===== config.mk =====
export PLATFORM = sky130hd
export DESIGN_NAME = pc_sequencer
export DESIGN_NICKNAME = d
export VERILOG_FILES = /design/src/rtl/pc_sequencer_pkg.sv /design/src/rtl/pc_sequencer.sv
export SDC_FILE = /design/constraint.sdc
export NUM_CORES = 1
export LEC_CHECK = 0
export BUFFER_PORTS_ARGS = -buffer_cell sky130_fd_sc_hd__buf_4
export CORE_MARGIN = 2
export CORE_UTILIZATION = 40
export DETAILED_ROUTE_END_ITERATION = 6
export MAX_ROUTING_LAYER = met4
export PLACE_DENSITY = 0.72
export SLEW_MARGIN = 40
export SYNTH_ARGS = -nofsm -noshare
export SYNTH_HDL_FRONTEND = slang
export SYNTH_SLANG_ARGS = --single-unit

===== constraint.sdc =====
create_clock -name clk -period 1.9 [get_ports clk]
set_input_delay 0.38 -clock clk [delete_from_list [all_inputs] [get_ports clk]]
set_output_delay 0.38 -clock clk [all_outputs]
set_load 0.05 [all_outputs]

===== src/rtl/pc_sequencer_pkg.sv =====
// Shared types for the fetch sequencer: FSM state encoding and an alignment helper.
package pc_sequencer_pkg;

  typedef enum logic [1:0] {
    FETCH = 2'd0,
    WAIT  = 2'd1,
    ISSUE = 2'd2,
    HALT  = 2'd3
  } seq_state_t;

  function automatic logic is_word_aligned(input logic [31:0] addr);
    return addr[1:0] == 2'b00;
  endfunction

endpackage


===== src/rtl/pc_sequencer.sv =====
// Architectural PC owner: fetches one instruction at a time over req/gnt/rvalid,
// holds it for the core until retire, then loads the BCU next-PC (trapping misaligned targets).
module pc_sequencer
  import pc_sequencer_pkg::*;
#(
  parameter logic [31:0] RESET_VECTOR = 32'h0000_0000,
  parameter logic [31:0] TRAP_VECTOR  = 32'h0000_0010
) (
  input  logic        clk,
  input  logic        reset,
  output logic        imem_req,
  output logic [31:0] imem_addr,
  input  logic        imem_gnt,
  input  logic        imem_rvalid,
  input  logic [31:0] imem_rdata,
  output logic        instr_valid,
  output logic [31:0] instr,
  output logic [31:0] instr_pc,
  input  logic        instr_ready,
  input  logic [31:0] pc_next,
  input  logic        halt,
  output logic        halted,
  output logic        misalign_trap,
  output logic [31:0] retire_count
);

  seq_state_t  state_q, state_d;
  logic [31:0] pc_q, pc_d;
  logic [31:0] instr_q, instr_d;
  logic [31:0] retire_count_q, retire_count_d;
  logic        misalign_trap_q, misalign_trap_d;

  always_comb begin
    state_d         = state_q;
    pc_d            = pc_q;
    instr_d         = instr_q;
    retire_count_d  = retire_count_q;
    misalign_trap_d = 1'b0;

    unique case (state_q)
      FETCH: begin
        if (imem_gnt) begin
          state_d = WAIT;
        end
      end
      WAIT: begin
        if (imem_rvalid) begin
          instr_d = imem_rdata;
          state_d = ISSUE;
        end
      end
      ISSUE: begin
        // halt is only honoured here so an in-flight fetch always retires first
        if (instr_ready) begin
          retire_count_d = retire_count_q + 32'd1;
          if (is_word_aligned(pc_next)) begin
            pc_d = pc_next;
          end else begin
            pc_d            = TRAP_VECTOR;
            misalign_trap_d = 1'b1;
          end
          state_d = halt ? HALT : FETCH;
        end
      end
      HALT: begin
        if (!halt) begin
          state_d = FETCH;
        end
      end
      default: state_d = FETCH;
    endcase
  end

  always_ff @(posedge clk) begin
    if (reset) begin
      state_q         <= FETCH;
      pc_q            <= RESET_VECTOR;
      instr_q         <= 32'd0;
      retire_count_q  <= 32'd0;
      misalign_trap_q <= 1'b0;
    end else begin
      state_q         <= state_d;
      pc_q            <= pc_d;
      instr_q         <= instr_d;
      retire_count_q  <= retire_count_d;
      misalign_trap_q <= misalign_trap_d;
    end
  end

  // Handshake outputs decode from the state register alone, keeping core inputs off every output path.
  assign imem_req      = (state_q == FETCH);
  assign imem_addr     = pc_q;
  assign instr_valid   = (state_q == ISSUE);
  assign halted        = (state_q == HALT);
  assign instr         = instr_q;
  assign instr_pc      = pc_q;
  assign misalign_trap = misalign_trap_q;
  assign retire_count  = retire_count_q;

endmodule


# ---- Yosys cells after proc, flatten, opt, wreduce, memory -nomap -nowiden
# Index checks and enable logic that the tools add are counted.
dict set report word_totals {
  n_memories 0
  regBits 99
  mem_bits_rw 0
  mem_bits_ro 0
  inputBits 70
  latchBits 0
}
dict set report classes {
  n_shift 0
  addsub 1
  magnitude_cmp 0
  n_eq_ne 7
  div_mod_pow 0
  multipliers 0
  reduce_logical 6
  muxes 8
  bitwise 2
}
# op n
set ops {}
lappend ops {{adder 32 x 1 -> 32 bit (second input constant)} 1}
lappend ops {{two-way mux 32 bit} 1}
lappend ops {{two-way mux 2 bit} 5}
lappend ops {{case mux 2 bit (4 select lines)} 1}
lappend ops {{equality test 2 bit (second input constant)} 2}
lappend ops {{logical NOT 2 bit} 2}
lappend ops {{!= test 2 x 1 -> 1 bit (second input constant)} 2}
lappend ops {{!= test 2 bit (second input constant)} 2}
lappend ops {{AND reduction 2 bit} 2}
lappend ops {{AND reduction 4 bit} 1}
lappend ops {{OR reduction 3 bit} 1}
lappend ops {{equality test 2 x 1 -> 1 bit (second input constant)} 1}
lappend ops {{inverter 1 bit} 2}
lappend ops {{two-way mux 1 bit} 1}

# ---- Longest topological paths before layout
# Gate-level depths: netlist of the first run.
dict set report logic_depth {
  word_depth 3
  ltp_mapped 7
  mapped_depth_nobuf 5
}

# ---- Least setup slack after synthesis of the first run
# No wires, ideal clock.
dict set report synth_timing {
  path_kind {reg-to-reg}
  start {register retire_count_q[0] (netlist: retire_count[0])}
  end {register retire_count_q[30] (netlist: retire_count[30])}
  arrival_ns 2.017
  path_slack_ns -0.187
  required_time_ns 1.830
  path_stages_with_launch 7
  cell_sequence {dfxtp_1 ha_1 nand3_1 or3_1 clkbuf_1 or4_1 a21oi_1}
}
dict set report synth_via {
  elab_chain_len 1
}
# element line
set synth_lines {}
lappend synth_lines {{start, declared} pc_sequencer.sv:30} ;# logic [31:0] retire_count_q, retire_count_d;
lappend synth_lines {{start signal, assigned} pc_sequencer.sv:85} ;# retire_count_q <= retire_count_d;
lappend synth_lines {{adder 32 x 1 -> 32 bit} pc_sequencer.sv:55} ;# retire_count_d = retire_count_q + 32'd1;
# No other way between the ends.
# A chain may end at the register's enable or synchronous reset.

# ---- Final worst setup path of the first run
dict set report layout_timing {
  start {register state_q[0]}
  end {register retire_count_q[31] (netlist: retire_count[31])}
}
dict set report layout_via {
  elab_chain_len 2
}
# element line
set layout_lines {}
lappend layout_lines {{start, declared} pc_sequencer.sv:27} ;# seq_state_t state_q, state_d;
lappend layout_lines {{start signal, assigned} pc_sequencer.sv:82} ;# state_q <= state_d;
lappend layout_lines {{equality test 2 bit} pc_sequencer.sv:40} ;# unique case (state_q)
lappend layout_lines {{AND reduction 2 bit (no line)} n/a}
# No other way between the ends.

==> results of run 1 <==
==> placed cells by master, fill, tap and decap left out, types with 2 or more instances in the layout <==
master	n
a21oi_1	56
a22o_1	28
and2_1	4
and3_1	5
and4_1	5
buf_12	2
buf_4	209
bufinv_16	2
clkbuf_8	10
clkinvlp_4	2
dfxtp_1	81
dfxtp_2	18
inv_1	2
nand2_1	75
nand3_1	12
nand4_1	12
nand4_2	2
nor2_1	15
nor2_2	2
nor3_1	2
o21ai_0	10
o31ai_1	13
or3_1	9
or4_1	13
xnor2_1	3
xor2_1	7
==> kinds of logic after synthesis <==
family                   count (synthesis)
flip-flops                              99
adder cells (fa/ha/maj)                  1
AO/OA/AOI/OAI                          108
XOR/XNOR                                10
AND/OR/NAND/NOR                        165
buffers and inverters                   64
==> through the flow <==
| stage | area (sq um) | worst slack [ns] | util, % | std cells | setup TNS (ns) |
|---|---|---|---|---|---|
| after floorplan | 4020 | 0.00306 | - | 447 | 0 |
| after global placement | 5440 | 0.166 | 55.9 | 728 | 0 |
| after detailed placement | 5440 | 0.0577 | 55.9 | 728 | 0 |
| after CTS | 5660 | 0.0969 | 58.2 | 744 | 0 |
| after global routing | 5670 | -0.0167 | 58.3 | 745 | -0.0167 |
| final | 5670 | 0.0962 | 58.3 | 745 | 0 |
==> metal layers <==
metal | vias to the layer above | share of wire, % | GRT usage, %
li1 | 1865 | - | -
met1 | 1835 | 42 | 23.0
met2 | 123 | 51 | 33.6
met3 | 12 | 5.2 | 3.88
met4 | 0 | 1.5 | 6.76
met5 | - | 0 | -
==> Yosys cell counts (all sizes together) (2+ instances only) <==
library cell / number / area share, %
nor3: 2 / 0.25
a21oi: 56 / 7.0
nand4: 14 / 2.5
and4: 6 / 1.4
o31ai: 13 / 2.4
nor2: 17 / 1.6
dfxtp: 99 / 50
nand2: 75 / 7.0
a22o: 28 / 6.1
clkbuf: 23 / 2.2
and2: 4 / 0.63
nor4: 2 / 0.47
and3: 6 / 0.97
xor2: 7 / 1.5
xnor2: 3 / 0.66
inv: 2 / 0.19
or3: 9 / 1.4
nand3: 12 / 1.5
or4: 13 / 2.4
o21ai: 10 / 1.3
buf: 39 / 7.1
==> worst min-delay path by stage <==
stage                            endpoint  slack [ns]  cells after the start
2_1_floorplan  imem_addr[10]$_SDFFE_PP0P_        0.51                      1
3_3_place_gp       instr[30]$_SDFFE_PP0P_        0.44                      2
3_5_place_dp       instr[14]$_SDFFE_PP0P_        0.45                      2
4_1_cts        imem_addr[16]$_SDFFE_PP0P_        0.21                      2
5_1_grt        imem_addr[25]$_SDFFE_PP0P_        0.21                      2
6_report       imem_addr[16]$_SDFFE_PP0P_        0.23                      2
==> worst max-delay path, stage by stage, from the launching register on <==
cell     delay [ns]
dfxtp_1        0.38
and3b_1        0.28
buf_12         0.16
nand4_2        0.19
or4_1          0.54
a21oi_1        0.17
==> cell type report <==
type	instances	area share (%)
clock buffer	10	2.43
multi-input combinational	284	29.2
sequential	99	35.4
timing repair buffer	211	28.4
inverter	2	0.132
clock inverter	6	1.57
tap	133	2.94
==> power breakdown <==
part | switching, mW | internal (mW) | leakage (nW)
combinational | 0.296 | 0.191 | 1.54
sequential | 0.0262 | 2.11 | 0.809
clock | 0.729 | 0.778 | 0.108
total | 1.05 | 3.08 | 2.46
==> state kept, by name, indices dropped and copies added (netlist names) <==
signal and flops:
instr 32, retire_count 32, imem_addr 32, misalign_trap 1
state_q 2
==> results by group, run 1 <==
Power
  – VDD IR max: 411 uV
  – Lkg Pwr: 2.46 nW
  – Final Power: a little over 4 mW
  – Cell Pwr Density: between 700 and 800 nW/um^2

CTS
  – CTS Buf Count: 9
  – Cts repair resizes: 0
  – Clock Pin Slew Worst Setup and Hold Paths: around 0.10 ns
  – Post-CTS setup buffers: 0
  – Clock Latency Late Sink: approximately 0.35 ns
  – CTS tree: yes
  – Root buf cell: clkbuf_8
  – Clock sink count: 99
  – CTS Hold Bufs: 0
  – H-Tree Depth: 3
  – Worst-case clock buffer depth: 2

Global route
  – Grt ovf: 0
  – Vias in the first global route: about 3.6k
  – First-pass GRT wire length: between 15000 and 20000 um
  – Tot GR Track Use: about 20%
  – Antenna violations before repair: 0
  – Largest net degree at the start of global routing: 57

STA
  – Max Clock Skew: between 0.006 and 0.007 ns
  – Max-slew violations: 0
  – Slew @ Worst Pin: about 0.61 ns
  – Headroom to the max-slew limit: 59.1%
  – Final Hold Viols: 0
  – Worst hold margin: roughly 0.23 ns
  – Setup Viol. Count Final: 0
  – Unrepaired setup endpoints after global routing: yes
  – F_max: 0.554 GHz
  – Fin crit period: roughly 1.8 ns
  – Final period util: about 95%

Synth
  – Post-synth ARST share: 0%
  – Syn. warnings: 0
  – FF+latch count, synth: 99
  – Synth Area in Compound Gates: between 15 and 20%
  – Synth Net Count: 518
  – Mux cell area share after synthesis: 0%
  – Mean post-synth cell area: 8.95 sq um
  – Top_reg_cell synth: dfxtp_1
  – Count of cell types in the netlist: 35
  – Synthesized cell area: 4000 sq um
  – Number of synthesized flops with an enable pin: 0
  – XOR/XNOR Fraction of Synth Area: 2.19%
  – Post-Synth Adder-Cell Area: less than 1%
  – Mapped Cells: 447
  – Simple-gate share of the synthesized area: between 20% and 30%
  – Register area share after synthesis: between 40% and 50%
  – Main combinational cell family by area after synthesis: simple AND/OR/NAND/NOR gates

Final layout
  – Share of cells above drive strength 1: a little over two fifths
  – FF+latch area: between 2000 and 2500 sq um
  – Final #Nets: just under 700
  – Area Growth Syn to Fin: 41.7%
  – Area of the multi-input gates: between 1500 and 2000 sq um
  – Filler Cell Count: between 800 and 900
  – # diodes: 0

Die
  – Chip height: roughly 100 um
  – FP Rows: 36
  – Initial Util: 41.1%
  – Core ar.: between 9000 and 10000 sq um
  – Die Wd: roughly 100 um
  – IO Count: 202
  – Die area: 10800 sq um

Run status
  – Outcome: finished clean

Placed design
  – Dpl hpwl: about 7900 um
  – Global placement routability congestion: just over 0.8
  – PortBufs: ~200

Route
  – First-pass iteration count of the detailed router: 4
  – Total number of vias: between 3k and 4k
  – Iteration-0 DRC count of the detailed router: 206
  – Vias per std cell: just over 5
  – Routed WL: ~11000 um
  – Drt drc: 0
  – WL per Instance: 14.6 um
  – Post-route ant nets: 0

Worst setup path
  – Startpoint Class: flop
  – Worst Path Required: around 2.2 ns
  – Crit path DAT: 2.08 ns
  – Element type at the critical path end: flop
  – Crit Path Class: reg -> reg
  – FF-to-FF setup slack: between 0.09 and 0.1 ns
  – Worst R2R Path Depth: 5
  – Max FO, Critical Path: 20
  – R2r endpoint: retire_count[31]$_SDFFE_PP0P_
  – Start point of the critical path: state_q[0]$_SDFFE_PP0P_
  – Startpoint of the worst register-to-register path: state_q[0]$_SDFFE_PP0P_
  – End of the critical path: retire_count[31]$_SDFFE_PP0P_

Hold path
  – Min-delay src: pc_next[16]
  – Hold crit path type: in -> reg

Run
  – Max-capacitance violation count: 0
Power figures use the tool's default switching activity.
==> inputs of run 2 (changes only) <==
Settings changed: RECOVER_POWER from default to 100.
==> run 2 against run 1 <==
Net effect:
- register-to-register slack about the same
- critical path depth unchanged
- final cell count unchanged
- sequential cell count is the same
- maximum frequency decreased by 0.19%
- non-clock buffer count is the same
- clock-buffer cell count did not move
- combinational power down 6.2%
- clock skew about the same
- routed wire length down 0.66%
- worst hold slack is essentially flat
- critical endpoint unchanged
- largest power group unchanged
==> results by group, run 2 (synthesis results as in run 1) <==
Die
  – Core ar.: 9730 sq um (unchanged)
  – Die Wd: 104 um (unchanged)
  – Initial Util: 41.1% (unchanged)
  – Chip height: 104 um (unchanged)
  – FP Rows: 36 (unchanged)
  – IO Count: 202 (unchanged)
  – Die area: 10800 sq um (unchanged)

Final layout
  – Final core utilization: 55.8% (-2.5 points)
  – Commonest non-fill, non-tap cell in the layout: buf_4
  – # diodes: 0 (unchanged)
  – Area Growth Syn to Fin: 35.7%
  – Share of cells above drive strength 1: 31.2% (-10 points)
  – FF+latch area: 2000 sq um (unchanged)
  – Design Area, Final: 5430 sq um (-4.2%)
  – Filler Cell Count: 957 (+8.1%)
  – Most frequent cells in the layout: buf_4, dfxtp_1, nand2_1, clkbuf_1, a21oi_1
  – Final #Nets: 678 (unchanged)
  – Final std cells w/o fill: 745 (unchanged)
  – Area of the multi-input gates: 1660 sq um (unchanged)

CTS
  – CTS Hold Bufs: 0 (unchanged)
  – Root buf cell: clkbuf_8
  – CTS Buf Count: 9 (unchanged)
  – H-Tree Depth: 3 (unchanged)
  – Clock sink count: 99 (unchanged)
  – Clock Pin Slew Worst Setup and Hold Paths: 0.10 ns (about the same)
  – Worst-case clock buffer depth: 2 (unchanged)
  – Clock Latency Late Sink: 0.35 ns (about the same)
  – CTS tree: yes

Route
  – Top layer in use: met4
  – Vias per std cell: 5.12 (-0.47%)
  – Drt drc: 0 (unchanged)
  – DRT met1 WL: 4510 um (-1.7%)
  – Met2 routed WL: 5510 um (-0.34%)
  – WL per Instance: 14.5 um (-0.66%)
  – Met3 wire length: 589 um (+3.5%)
  – First-pass iteration count of the detailed router: 4 (unchanged)
  – Total number of vias: 3817 (-0.47%)
  – Routed WL: 10800 um (-0.66%)
  – Post-route ant nets: 0 (unchanged)
  – Iteration-0 DRC count of the detailed router: 182 (-12%)

Power
  – Cell Pwr Density: 756 nW/um^2 (+3.7%)
  – Lkg Pwr: 2.19 nW (-11%)
  – Final Power: 4.10 mW (-0.74%)
  – VDD IR max: 411 uV (about the same)

Hold path
  – Hold crit path type: in -> reg

Global route
  – Largest net degree at the start of global routing: 57 (unchanged)
  – Grt ovf: 0 (unchanged)
  – Vias in the first global route: 3603 (unchanged)
  – First-pass GRT wire length: 17200 um (unchanged)
  – Tot GR Track Use: 19.6% (unchanged)
  – Antenna violations before repair: 0 (unchanged)

Placed design
  – Setup slack at placement: 0.0577 ns (unchanged)
  – Post-DP Area: 5440 sq um (unchanged)
  – Dpl hpwl: 7880 um (unchanged)
  – DP Cell Count: 728 (unchanged)
  – PortBufs: 201 (unchanged)
  – Global placement routability congestion: 0.819 (unchanged)

Worst setup path
  – CP peak stage delay: 0.54 ns (about the same)
  – Worst Path Required: 2.18 ns (about the same)
  – CP delay by family, top: simple AND/OR/NAND/NOR gates
  – CP bufs+invs: 1 (unchanged)
  – Slowest CP cell: or4_1
  – Element type at the critical path end: flop
  – Max FO, Critical Path: 20 (unchanged)
  – Crit path DAT: 2.08 ns (about the same)
  – Startpoint Class: flop
  – Critical path cell sequence: and3b_1, buf_12, nand4_2, or4_1, a21oi_1
  – Crit Path Class: reg -> reg

STA
  – Slew @ Worst Pin: 0.654 ns (+0.0412 ns)
  – Unrepaired setup endpoints after global routing: yes
  – Final period util: 95.1% (+0.18 points)
  – Max-slew violations: 0 (unchanged)
  – Setup Viol. Count Final: 0 (unchanged)
  – Final worst slack: 0.0927 ns (-0.00346 ns)
  – Max Clock Skew: 0.00684 ns (-0.000115 ns)
  – Setup_tns: 0 ns (unchanged)
  – Fin crit period: 1.81 ns (+0.00346 ns)
  – Final Hold Viols: 0 (unchanged)
  – Worst hold margin: 0.229 ns (+0.000335 ns)
  – Headroom to the max-slew limit: 56.6% (-2.6 points)
  – F_max: 0.553 GHz (-0.19%)

Run status
  – Outcome: finished clean

Run
  – Max-capacitance violation count: 0 (unchanged)
[run 2: cell types whose count changed in the layout (fill, tap and decap cells not counted), sizes merged]
cell    before  now
clkbuf      10   74
buf        211  147
[run 2: timing repair]
action / in CTS / in global routing
setup buffers: 0 / 1
setup endpoints to repair: 0 / 4
resized for setup: 0 / 0
[run 2: final timing paths]
path                            from                            end  slack (ns)  cells after the start
max reg2reg  state_q[0]$_SDFFE_PP0P_  retire_count[31]$_SDFFE_PP0P_        0.09                      5
max          state_q[0]$_SDFFE_PP0P_  retire_count[31]$_SDFFE_PP0P_        0.09                      5
min reg2reg   instr[20]$_SDFFE_PP0P_         instr[20]$_SDFFE_PP0P_        0.46                      2
min                      pc_next[27]     imem_addr[27]$_SDFFE_PP0P_        0.23                      2
[run 2: final cells by class]
cell class | count | area share, %
inverters | 2 | 0.138
well taps | 133 | 3.07
clock buffers | 10 | 2.54
multi-input cells | 284 | 30.5
clock inverters | 6 | 1.64
flip-flops and latches | 99 | 36.9
repair buffers | 211 | 25.2
[run 2: per-layer routing]
| metal | track usage, % | vias to the layer above |
|---|---|---|
| met2 | 33.6 | 131 |
| met4 | 6.76 | 0 |
| met5 | - | - |
| met3 | 3.88 | 14 |
| met1 | 23.0 | 1806 |
| li1 | - | 1866 |
[run 2: power breakdown]
group | internal [mW] | switching [mW] | total [mW]
registers | 2.11 | 0.0252 | 2.14
clock network | 0.778 | 0.730 | 1.51
logic | 0.161 | 0.296 | 0.457
==> inputs of run 3 (changes only) <==
Settings changed: ABC_AREA from default to 1, BUFFER_PORTS_ARGS -buffer_cell sky130_fd_sc_hd__buf_4 to default, DONT_BUFFER_PORTS from default to 1, PLACE_DENSITY 0.72 to default.
==> run 3 against run 2 <==
Net effect:
- critical endpoint is now retire_count[28]$_SDFFE_PP0P_
- sequential cell count did not move
- clock power fell by 17%
- highest routed layer unchanged
- sequential share of layout area rose by 4.4 points
- critical path depth rose by 3
- largest power group unchanged
==> results by group, run 3 <==
Run status
  – Outcome: finished clean

Route
  – Iteration-0 DRC count of the detailed router: 216 (+19%)
  – DRT met1 WL: 4870 um (+7.9%)
  – Met3 wire length: 808 um (+37%)
  – Routed WL: 11700 um (+8.4%)
  – First-pass iteration count of the detailed router: 4 (unchanged)
  – Drt drc: 0 (unchanged)
  – Total number of vias: 4013 (+5.1%)
  – Top layer in use: met4
  – Met2 routed WL: 5640 um (+2.4%)
  – Post-route ant nets: 0 (unchanged)
  – Vias per std cell: 5.02 (-2.0%)
  – WL per Instance: 14.6 um (+1.1%)

CTS
  – Root buf cell: clkbuf_8
  – Clock sink count: 99 (unchanged)
  – Clock Latency Late Sink: 0.36 ns (about the same)
  – H-Tree Depth: 3 (unchanged)
  – Cts repair resizes: 0 (unchanged)
  – Worst-case clock buffer depth: 2 (unchanged)
  – CTS tree: yes
  – Clock Pin Slew Worst Setup and Hold Paths: 0.09 ns (about the same)
  – CTS Hold Bufs: 0 (unchanged)
  – CTS Buf Count: 9 (unchanged)
  – Post-CTS setup buffers: 0 (unchanged)

Power
  – Cell Pwr Density: 1040 nW/um^2 (+37%)
  – Lkg Pwr: 1.87 nW (-15%)
  – VDD IR max: 433 uV (+5.2%)

Placed design
  – Global placement routability congestion: 0.905 (+10%)
  – Dpl hpwl: 8810 um (+12%)
  – PortBufs: 0 (-100%)

Worst setup path
  – Max FO, Critical Path: 4 (-80%)
  – CP peak stage delay: 0.39 ns (-0.15 ns)
  – Slowest CP cell: dfxtp_1
  – FF-to-FF setup slack: 0.18 ns (+0.08 ns)
  – Worst Path Required: 2.16 ns (-0.02 ns)
  – CP most frequent cell: nor2_1
  – Critical path cell sequence: ha_1, inv_1, nor2_1, nand3_1, nor2_1, nand2_1, o21ai_0, nor2_1
  – Startpoint Class: flop
  – Element type at the critical path end: flop
  – Crit Path Class: reg -> reg
  – Crit path DAT: 1.99 ns (-0.09 ns)

Hold path
  – Hold crit path type: in -> reg

Die
  – Die Wd: 110 um (+5.5%)
  – IO Count: 202 (unchanged)
  – FP Rows: 38 (+5.6%)
  – Core ar.: 10900 sq um (+12%)
  – Chip height: 110 um (+5.5%)
  – Die area: 12000 sq um (+11%)
  – Initial Util: 41.1% (about the same)

Final layout
  – # diodes: 0 (unchanged)
  – Commonest non-fill, non-tap cell in the layout: nand2_1
  – Final #Nets: 725 (+6.9%)
  – Filler Cell Count: 1188 (+24%)
  – Most frequent cells in the layout: nand2_1, dfxtp_1, inv_1, o21ai_0, nor2_1
  – Share of cells above drive strength 1: 11.8% (-19 points)
  – Area Growth Syn to Fin: 7.30%

Global route
  – Grt ovf: 0 (unchanged)
  – First-pass GRT wire length: 17600 um (+2.3%)
  – Largest net degree at the start of global routing: 65 (+14%)
  – Antenna violations before repair: 0 (unchanged)
  – Vias in the first global route: 3741 (+3.8%)
  – Tot GR Track Use: 19.5% (-0.10 points)

STA
  – Max-slew violations: 0 (unchanged)
  – Fin crit period: 1.72 ns (-0.0846 ns)
  – Headroom to the max-slew limit: 53.3% (-3.3 points)
  – Setup Viol. Count Final: 0 (unchanged)
  – Final Hold Viols: 0 (unchanged)
  – Slew @ Worst Pin: 0.701 ns (+0.0472 ns)
  – Worst hold margin: 0.0685 ns (-0.160 ns)
  – Setup_tns: 0 ns (unchanged)
  – Max Clock Skew: 0.00738 ns (+0.000545 ns)
  – Unrepaired setup endpoints after global routing: no
  – F_max: 0.581 GHz (+4.9%)
  – Final period util: 90.7% (-4.5 points)

Run
  – Max-capacitance violation count: 0 (unchanged)

Synth
  – Most frequent cells after synthesis: nand2_1, dfxtp_1, inv_1, o21ai_0, nor2_1
  – Synthesized cell area: 4470 sq um (+12%)
  – Ranking of synthesized cells by area: dfxtp_1, nand2_1, o21ai_0
  – Mapped Cells: 629 (+41%)
  – FF+latch count, synth: 99 (unchanged)
  – Top_reg_cell synth: dfxtp_1
  – Syn. warnings: 0 (unchanged)
  – Mean post-synth cell area: 7.11 sq um (-21%)
  – Synth Net Count: 700 (+35%)
  – Number of synthesized flops with an enable pin: 0 (unchanged)
  – Area leader, netlist: dfxtp_1
  – Register area share after synthesis: 44.3% (-5.3 points)
  – Post-synth ARST share: 0% (unchanged)
  – Synth top area share: 44.3% (-5.3 points)
  – Count leader, synth: nand2_1
  – Count of cell types in the netlist: 28 (-20%)
-- run 3: metrics by stage --
| step | cell area (sq um) | worst slack (ns) | cells | power (mW) | util [%] |
|---|---|---|---|---|---|
| finish | 4800 | 0.177 | 799 | 4.97 | 44.1 |
| global route | 4800 | 0.0238 | 799 | 5.22 | 44.1 |
| CTS | 5020 | 0.224 | 799 | 5.09 | 46.1 |
| detailed placement | 4840 | 0.259 | 783 | 3.83 | 44.5 |
| global placement | 4840 | 0.323 | 783 | 3.79 | 44.5 |
| floorplan | 4470 | 0.119 | 629 | 3.64 | - |
-- run 3: power breakdown --
part           switching, mW  internal, mW
clock                  0.700         0.547
sequential             0.689          2.27
combinational          0.583         0.184
-- run 3: worst max-delay path, delay by kind of cell (launching register included) --
family | cells | cell delay, ns
buf+inv | 1 | 0.06
compound gates | 1 | 0.15
flops | 1 | 0.39
fa+ha+maj | 1 | 0.21
simple gates | 5 | 0.80
-- run 3: logic make-up (layout without fill, tap and decap cells) --
group / count (synthesis) / count (layout) / synth area share [%]
and+or+nand+nor: 257 / 257 / 25.5
AOI/OAI and AO/OA: 129 / 129 / 14.6
DFF: 99 / 99 / 44.3
buffers and inverters: 142 / 172 / 15.2
adders and majority gates: 1 / 1 / 0.280
xor gates and xnor gates: 1 / 1 / 0.196
-- run 3: per-layer routing --
metal,GRT usage (%),vias to the layer above
li1,-,2036
met1,21.5,1795
met2,33.3,149
met3,3.97,33
met4,10.0,0
met5,-,-
-- run 3: cell type report --
class / count / area [sq um] / area share, %
sequential: 99 / 1980 / 41.3
multi-input combinational: 388 / 1800 / 37.6
timing repair buffer: 72 / 349 / 7.27
inverter: 84 / 318 / 6.62
tap: 140 / 175 / 3.65
clock buffer: 14 / 163 / 3.39
clock inverter: 2 / 10.0 / 0.208
-- run 3: final timing paths --
kind	to	cells after the start	startpoint
max	retire_count[28]$_SDFFE_PP0P_	8	retire_count[1]$_SDFFE_PP0P_
max reg2reg	retire_count[28]$_SDFFE_PP0P_	8	retire_count[1]$_SDFFE_PP0P_
min	imem_addr[5]$_SDFFE_PP0P_	1	reset
min reg2reg	imem_addr[5]$_SDFFE_PP0P_	2	imem_addr[5]$_SDFFE_PP0P_
